**src/rtl/seg_scan_ctrl.sv**
```systemverilog
// seg_scan_ctrl: time-multiplexed scan controller for an 8-digit seven-segment display.
//
// Each digit owns a slot of SCAN_PERIOD cycles. The first GUARD cycles of every slot keep all
// anodes off, so the downstream decoder's registered segments settle before an anode selects
// the digit. A host loads a new display word through a one-entry valid/ready buffer. The
// buffered word moves into the active registers only at a frame boundary (slot 7 -> slot 0),
// so a frame never mixes old and new data.
//
// Ports
//   sys_clk     : system clock
//   sys_rst_n   : asynchronous active-low reset
//   wr_en       : host write request
//   wr_data     : eight hex nibbles, nibble i drives digit i
//   wr_dp       : per-digit decimal point, active high
//   wr_mask     : per-digit enable, 1 = digit may light
//   wr_ready    : pending buffer is empty and a write can be taken
//   digit       : nibble to the segment decoder
//   dp          : decimal point to the segment decoder, active high
//   AN          : anode drive, active low
//   frame_done  : one-cycle pulse following each frame boundary
module seg_scan_ctrl #(
  parameter logic [27:0] SCAN_PERIOD = 28'd100_000,
  parameter logic [7:0]  GUARD       = 8'd4,
  parameter logic        LZ_BLANK    = 1'b1
) (
  input  logic        sys_clk,
  input  logic        sys_rst_n,
  input  logic        wr_en,
  input  logic [31:0] wr_data,
  input  logic [7:0]  wr_dp,
  input  logic [7:0]  wr_mask,
  output logic        wr_ready,
  output logic [3:0]  digit,
  output logic        dp,
  output logic [7:0]  AN,
  output logic        frame_done
);

  localparam logic [27:0] LastCnt  = SCAN_PERIOD - 28'd1;
  localparam logic [27:0] GuardCnt = {20'd0, GUARD};

  // Scan position
  logic        run_q, run_d;
  logic [27:0] cnt_q, cnt_d;
  logic [2:0]  idx_q, idx_d;

  // Active display content
  logic [31:0] act_data_q, act_data_d;
  logic [7:0]  act_dp_q, act_dp_d;
  logic [7:0]  act_mask_q, act_mask_d;

  // One-entry pending buffer
  logic [31:0] pend_data_q, pend_data_d;
  logic [7:0]  pend_dp_q, pend_dp_d;
  logic [7:0]  pend_mask_q, pend_mask_d;
  logic        pend_v_q, pend_v_d;

  // Registered outputs
  logic [3:0]  digit_q, digit_d;
  logic        dp_q, dp_d;
  logic [7:0]  an_q, an_d;
  logic        frame_done_q, frame_done_d;

  // Decoded events
  logic       slot_end;
  logic       frame_edge;
  logic       slot_start;
  logic       guard_hit;
  logic       wr_accept;
  logic       commit;
  logic [7:0] nz;
  logic [7:0] lit;

  // nz[i] is set when any nibble or dp bit at position i or above is non-zero; a digit with
  // nz clear is a leading zero.
  always_comb begin
    logic any_nz;
    any_nz = 1'b0;
    nz     = '0;
    for (int i = 7; i >= 0; i--) begin
      any_nz = any_nz | (|act_data_q[4*i +: 4]) | act_dp_q[i];
      nz[i]  = any_nz;
    end
  end

  always_comb begin
    lit = '0;
    for (int i = 0; i < 8; i++) begin
      lit[i] = act_mask_q[i] & ((i == 0) | ~LZ_BLANK | nz[i]);
    end
  end

  always_comb begin
    // Scan timing. The first edge after reset is the start of slot 0 without advancing cnt.
    slot_end   = run_q && (cnt_q == LastCnt);
    frame_edge = slot_end && (idx_q == 3'd7);
    slot_start = !run_q || slot_end;
    guard_hit  = run_q && !slot_end && ((cnt_q + 28'd1) == GuardCnt);

    run_d = 1'b1;
    cnt_d = slot_start ? 28'd0 : cnt_q + 28'd1;
    idx_d = slot_end ? idx_q + 3'd1 : idx_q;

    // Handshake and frame-boundary commit; accept and commit are mutually exclusive because
    // accept requires an empty buffer.
    wr_accept = wr_en && !pend_v_q;
    commit    = frame_edge && pend_v_q;

    act_data_d  = act_data_q;
    act_dp_d    = act_dp_q;
    act_mask_d  = act_mask_q;
    pend_data_d = pend_data_q;
    pend_dp_d   = pend_dp_q;
    pend_mask_d = pend_mask_q;
    pend_v_d    = pend_v_q;

    if (commit) begin
      act_data_d = pend_data_q;
      act_dp_d   = pend_dp_q;
      act_mask_d = pend_mask_q;
      pend_v_d   = 1'b0;
    end else if (wr_accept) begin
      pend_data_d = wr_data;
      pend_dp_d   = wr_dp;
      pend_mask_d = wr_mask;
      pend_v_d    = 1'b1;
    end

    // Segment path loads at slot start from the post-commit content; anodes stay dark until
    // the guard interval has passed.
    digit_d      = digit_q;
    dp_d         = dp_q;
    an_d         = an_q;
    frame_done_d = frame_edge;

    if (slot_start) begin
      digit_d = act_data_d[{idx_d, 2'b00} +: 4];
      dp_d    = act_dp_d[idx_d];
      an_d    = 8'hFF;
    end else if (guard_hit) begin
      an_d = lit[idx_q] ? ~(8'h01 << idx_q) : 8'hFF;
    end
  end

  always_ff @(posedge sys_clk or negedge sys_rst_n) begin
    if (!sys_rst_n) begin
      run_q        <= 1'b0;
      cnt_q        <= '0;
      idx_q        <= '0;
      act_data_q   <= '0;
      act_dp_q     <= '0;
      act_mask_q   <= 8'hFF;
      pend_data_q  <= '0;
      pend_dp_q    <= '0;
      pend_mask_q  <= '0;
      pend_v_q     <= 1'b0;
      digit_q      <= '0;
      dp_q         <= 1'b0;
      an_q         <= 8'hFF;
      frame_done_q <= 1'b0;
    end else begin
      run_q        <= run_d;
      cnt_q        <= cnt_d;
      idx_q        <= idx_d;
      act_data_q   <= act_data_d;
      act_dp_q     <= act_dp_d;
      act_mask_q   <= act_mask_d;
      pend_data_q  <= pend_data_d;
      pend_dp_q    <= pend_dp_d;
      pend_mask_q  <= pend_mask_d;
      pend_v_q     <= pend_v_d;
      digit_q      <= digit_d;
      dp_q         <= dp_d;
      an_q         <= an_d;
      frame_done_q <= frame_done_d;
    end
  end

  assign wr_ready   = ~pend_v_q;
  assign digit      = digit_q;
  assign dp         = dp_q;
  assign AN         = an_q;
  assign frame_done = frame_done_q;

endmodule

```
**config.mk**
```make
export PLATFORM = sky130hd
export DESIGN_NAME = seg_scan_ctrl
export DESIGN_NICKNAME = d
export VERILOG_FILES = /design/src/rtl/seg_scan_ctrl.sv
export SDC_FILE = /design/constraint.sdc
export NUM_CORES = 1
export LEC_CHECK = 0
export BUFFER_PORTS_ARGS = -buffer_cell sky130_fd_sc_hd__buf_2
export CAP_MARGIN = 20
export CORE_MARGIN = 2
export CORE_UTILIZATION = 55
export CTS_CLUSTER_SIZE = 8
export DETAILED_ROUTE_END_ITERATION = 12
export PLACE_DENSITY_LB_ADDON = 0.05
export SLEW_MARGIN = 30
export SYNTH_ARGS = -nofsm -noshare
export SYNTH_HDL_FRONTEND = slang
export SYNTH_SLANG_ARGS = --single-unit
```
**constraint.sdc**
```tcl
create_clock -name sys_clk -period 6.3 [get_ports sys_clk]
set_input_delay 1.26 -clock sys_clk [delete_from_list [all_inputs] [get_ports sys_clk]]
set_output_delay 1.26 -clock sys_clk [all_outputs]
set_load 0.05 [all_outputs]
```
==> impl_metrics.yaml <==
placed_design:
  post-dp-hpwl_um: 10200
  place_ws_ns: 2.81
  port_buffers: 65
  routabilityCongestion: 0.843
global_route:
  grt_max_degree: 83
  overflow: 0
  track_usage_pct: 23.6
  antenna_found_initial: 0
  first_global_vias: 4655
  grt_pass1_wl_um: 24000
pwr:
  leakage_uw: 0.00363
  irDropWorstVdd_v: 0.000212
  pwr_density_cell_nw_per_um2: 263
run_status:
  status: "finished clean"
setup_path:
  cp_slowest_cell: "dfrtp_1"
  crit_type: "flop to flop"
  worstPathRequired_ns: 6.60
  start_kind: "flop"
  r2r_slack_ns: 2.81
  rr_startpoint: "idx_q[0]$_DFF_PN0_"
  cp_cell_sequence: "ha_1 > ha_1 > nand2_1 > or3_4 > nor4_4 > buf_4 > mux2_2 > mux2_2 > a2111oi_0 > nor3_1"
  path_max_fanout: 28
  worst_setup_path_end_kind: "flop"
  reg2regPathDepth: 10
  max_stage_delay_ns: 0.55
  worst_r2r_endpoint: "digit[0]$_DFFE_PN0N_"
  arrival_ns: 3.79
logic_synthesis:
  syn_nets: 644
  synth.distinct_cells: 65
  synth.avg_cell_area_um2: 11.7
  synth_ff_type: "dfrtp_1"
  syn-instance-count: 586
  synth_area_um2: 6880
  ys_warn_count: 0
  synth_edf_count: 0
  seq_area_frac_synth_pct: 52.3
  ys_ff_latch: 143
  synthArstFlopShare_pct: 100
final_layout:
  finish.utilization_pct: 65.1
  drive_above_1_share_pct: 34.0
  nets: 701
  area_growth_pct: 14.6
  layout_commonest_cell: "dfrtp_1"
  final_cell_mix: "127 x dfrtp_1, 92 x mux2_2, 64 x buf_2, 48 x nor2_1, 23 x nand2_1"
  antenna_cells: 0
timing:
  fin_crit_sh_pct: 55.4
  worstMarginPinSlew_ns: 0.855
  skew_ns: 0.00795
  slew_headroom_pct: 42.7
  hold_ws_ns: 0.495
  hold_viol_final: 0
  period_minus_slack_ns: 3.49
  rsz0062_at_grt: "false"
  clock.fmax_ghz: 0.286
  worst_slack_ns: 2.81
  drv_slew: 0
  final.setup.tns_ns: 0
  finalSetupViolCount: 0
detailed_routing:
  vias: 4686
  drtPass1Iterations: 4
  post_drt_wl_per_cell_um: 17.5
  wl_um: 14400
  ant_nets: 0
  avgViaCountPerCell: 5.69
  drtIter0Drc: 375
  drc_errors: 0
clock_network:
  clk_pin_slew_ns: 0.06
  h-tree-depth: 4
  cts-root-buf: "clkbuf_16"
  cts_setup_buffers: 0
  clockBufferDepth: 2
  cts_tree: "done"
  clock-sinks: 143
  numCtsBuffers: 17
  clk_latency_ns: 0.43
  cts_resized: 0
  holdBufCountCts: 0
worst_hold_path:
  hold_path.class: "flop to flop"
  min_from: "pend_mask_q[6]$_DFFE_PN0P_"
  hold_end: "act_mask_q[6]$_DFFE_PN1P_"
  hold_depth: 2
floorplanning:
  die_y_um: 116
  die_area_um2: 13400
  initial_core_util_pct: 56.8
  die_x_um: 116
  boundaryPins: 66
  rows: 40
  core_um2: 12100
job:
  cap_violations: 0
sequential cells by signal (all words and copies together), names as in the netlist:
name and flops:
act_data_q 32, pend_data_q 32, cnt_q 28, AN 8
act_dp_q 8, act_mask_q 8, pend_dp_q 8, pend_mask_q 8
digit 4, idx_q 3, dp 1, frame_done 1
pend_v_q 1, run_q 1
logic make-up after synthesis:
| kind of cell | after synthesis | share of synthesized area [%] |
|---|---|---|
| compound gates | 69 | 6.53 |
| xor+xnor | 32 | 4.18 |
| fa+ha+maj | 7 | 1.27 |
| other cells | 1 | 0.0545 |
| flops | 143 | 52.3 |
| simple gates | 173 | 14.2 |
| mux | 108 | 17.6 |
| buf+inv | 53 | 3.84 |
through the flow:
stage | power (µW) | std cells | instance area, µm²
4_1_cts | 2090 | 824 | 7870
3_3_place_gp | 1090 | 792 | 7280
5_1_grt | 2160 | 824 | 7890
6_report | 2070 | 824 | 7890
3_5_place_dp | 1100 | 792 | 7290
2_1_floorplan | 1040 | 586 | 6880
worst max path at each step:
stage                       startpoint                   end  cells past startpoint
floorplan           idx_q[1]$_DFF_PN0_  digit[0]$_DFFE_PN0N_                     10
global placement    idx_q[0]$_DFF_PN0_  digit[0]$_DFFE_PN0N_                     10
detailed placement  idx_q[0]$_DFF_PN0_  digit[0]$_DFFE_PN0N_                     10
CTS                 idx_q[0]$_DFF_PN0_  digit[0]$_DFFE_PN0N_                     10
global route        idx_q[0]$_DFF_PN0_  digit[3]$_DFFE_PN0N_                     10
finish              idx_q[0]$_DFF_PN0_  digit[0]$_DFFE_PN0N_                     10
power by group:
part | internal [µW] | switching [µW] | leakage, µW | total (µW)
Clock | 617 | 377 | 0.000286 | 994
Sequential | 960 | 26.5 | 0.00185 | 986
Combinational | 44.3 | 48.4 | 0.00149 | 92.7
Total | 1620 | 452 | 0.00363 | 2070
synthesized netlist by cell type (all sizes together) (4+ instances only):
| cell type | count | share of area [%] |
|---|---|---|
| xor2 | 13 | 1.7 |
| a21oi | 14 | 1.0 |
| nor3 | 22 | 1.7 |
| inv | 21 | 1.1 |
| nand2 | 23 | 1.3 |
| a211oi | 8 | 0.87 |
| dfstp | 16 | 6.1 |
| and3 | 10 | 0.91 |
| a31oi | 4 | 0.36 |
| or4 | 7 | 0.76 |
| nor2 | 48 | 2.6 |
| clkbuf | 14 | 0.78 |
| nand3 | 11 | 0.80 |
| dfrtp | 127 | 46 |
| buf | 18 | 1.9 |
| and4 | 5 | 0.64 |
| nor3b | 6 | 0.65 |
| mux2i | 15 | 2.2 |
| nor4 | 12 | 1.8 |
| mux2 | 92 | 15 |
| xnor2 | 19 | 2.5 |
| ha | 7 | 1.3 |
| nand4 | 11 | 1.1 |
| o21ai | 19 | 1.4 |
critical path, delay by kind of cell, from the launching register on:
family	cells	cell delay [ns]
multiplexers	2	0.66
AO/OA/AOI/OAI	1	0.40
flip-flops	1	0.55
buffers and inverters	1	0.42
AND/OR/NAND/NOR	4	0.87
adder cells (fa/ha/maj)	2	0.43
metal layers:
layer	global-route usage [%]	vias to the layer above	share of wire (%)
met5	0	-	0
met1	31.3	2319	45
li1	-	2222	-
met2	36.8	113	48
met3	6.64	32	4.4
met4	10.2	0	3.0
cell type report:
type	count	area, µm²
timing repair buffer	70	369
inverter	21	78.8
sequential	143	3600
clock buffer	24	482
multi-input combinational	390	3040
tap	168	210
clock inverter	8	104
fill	966	4230
Note: power is estimated with default switching activity, not from simulation.
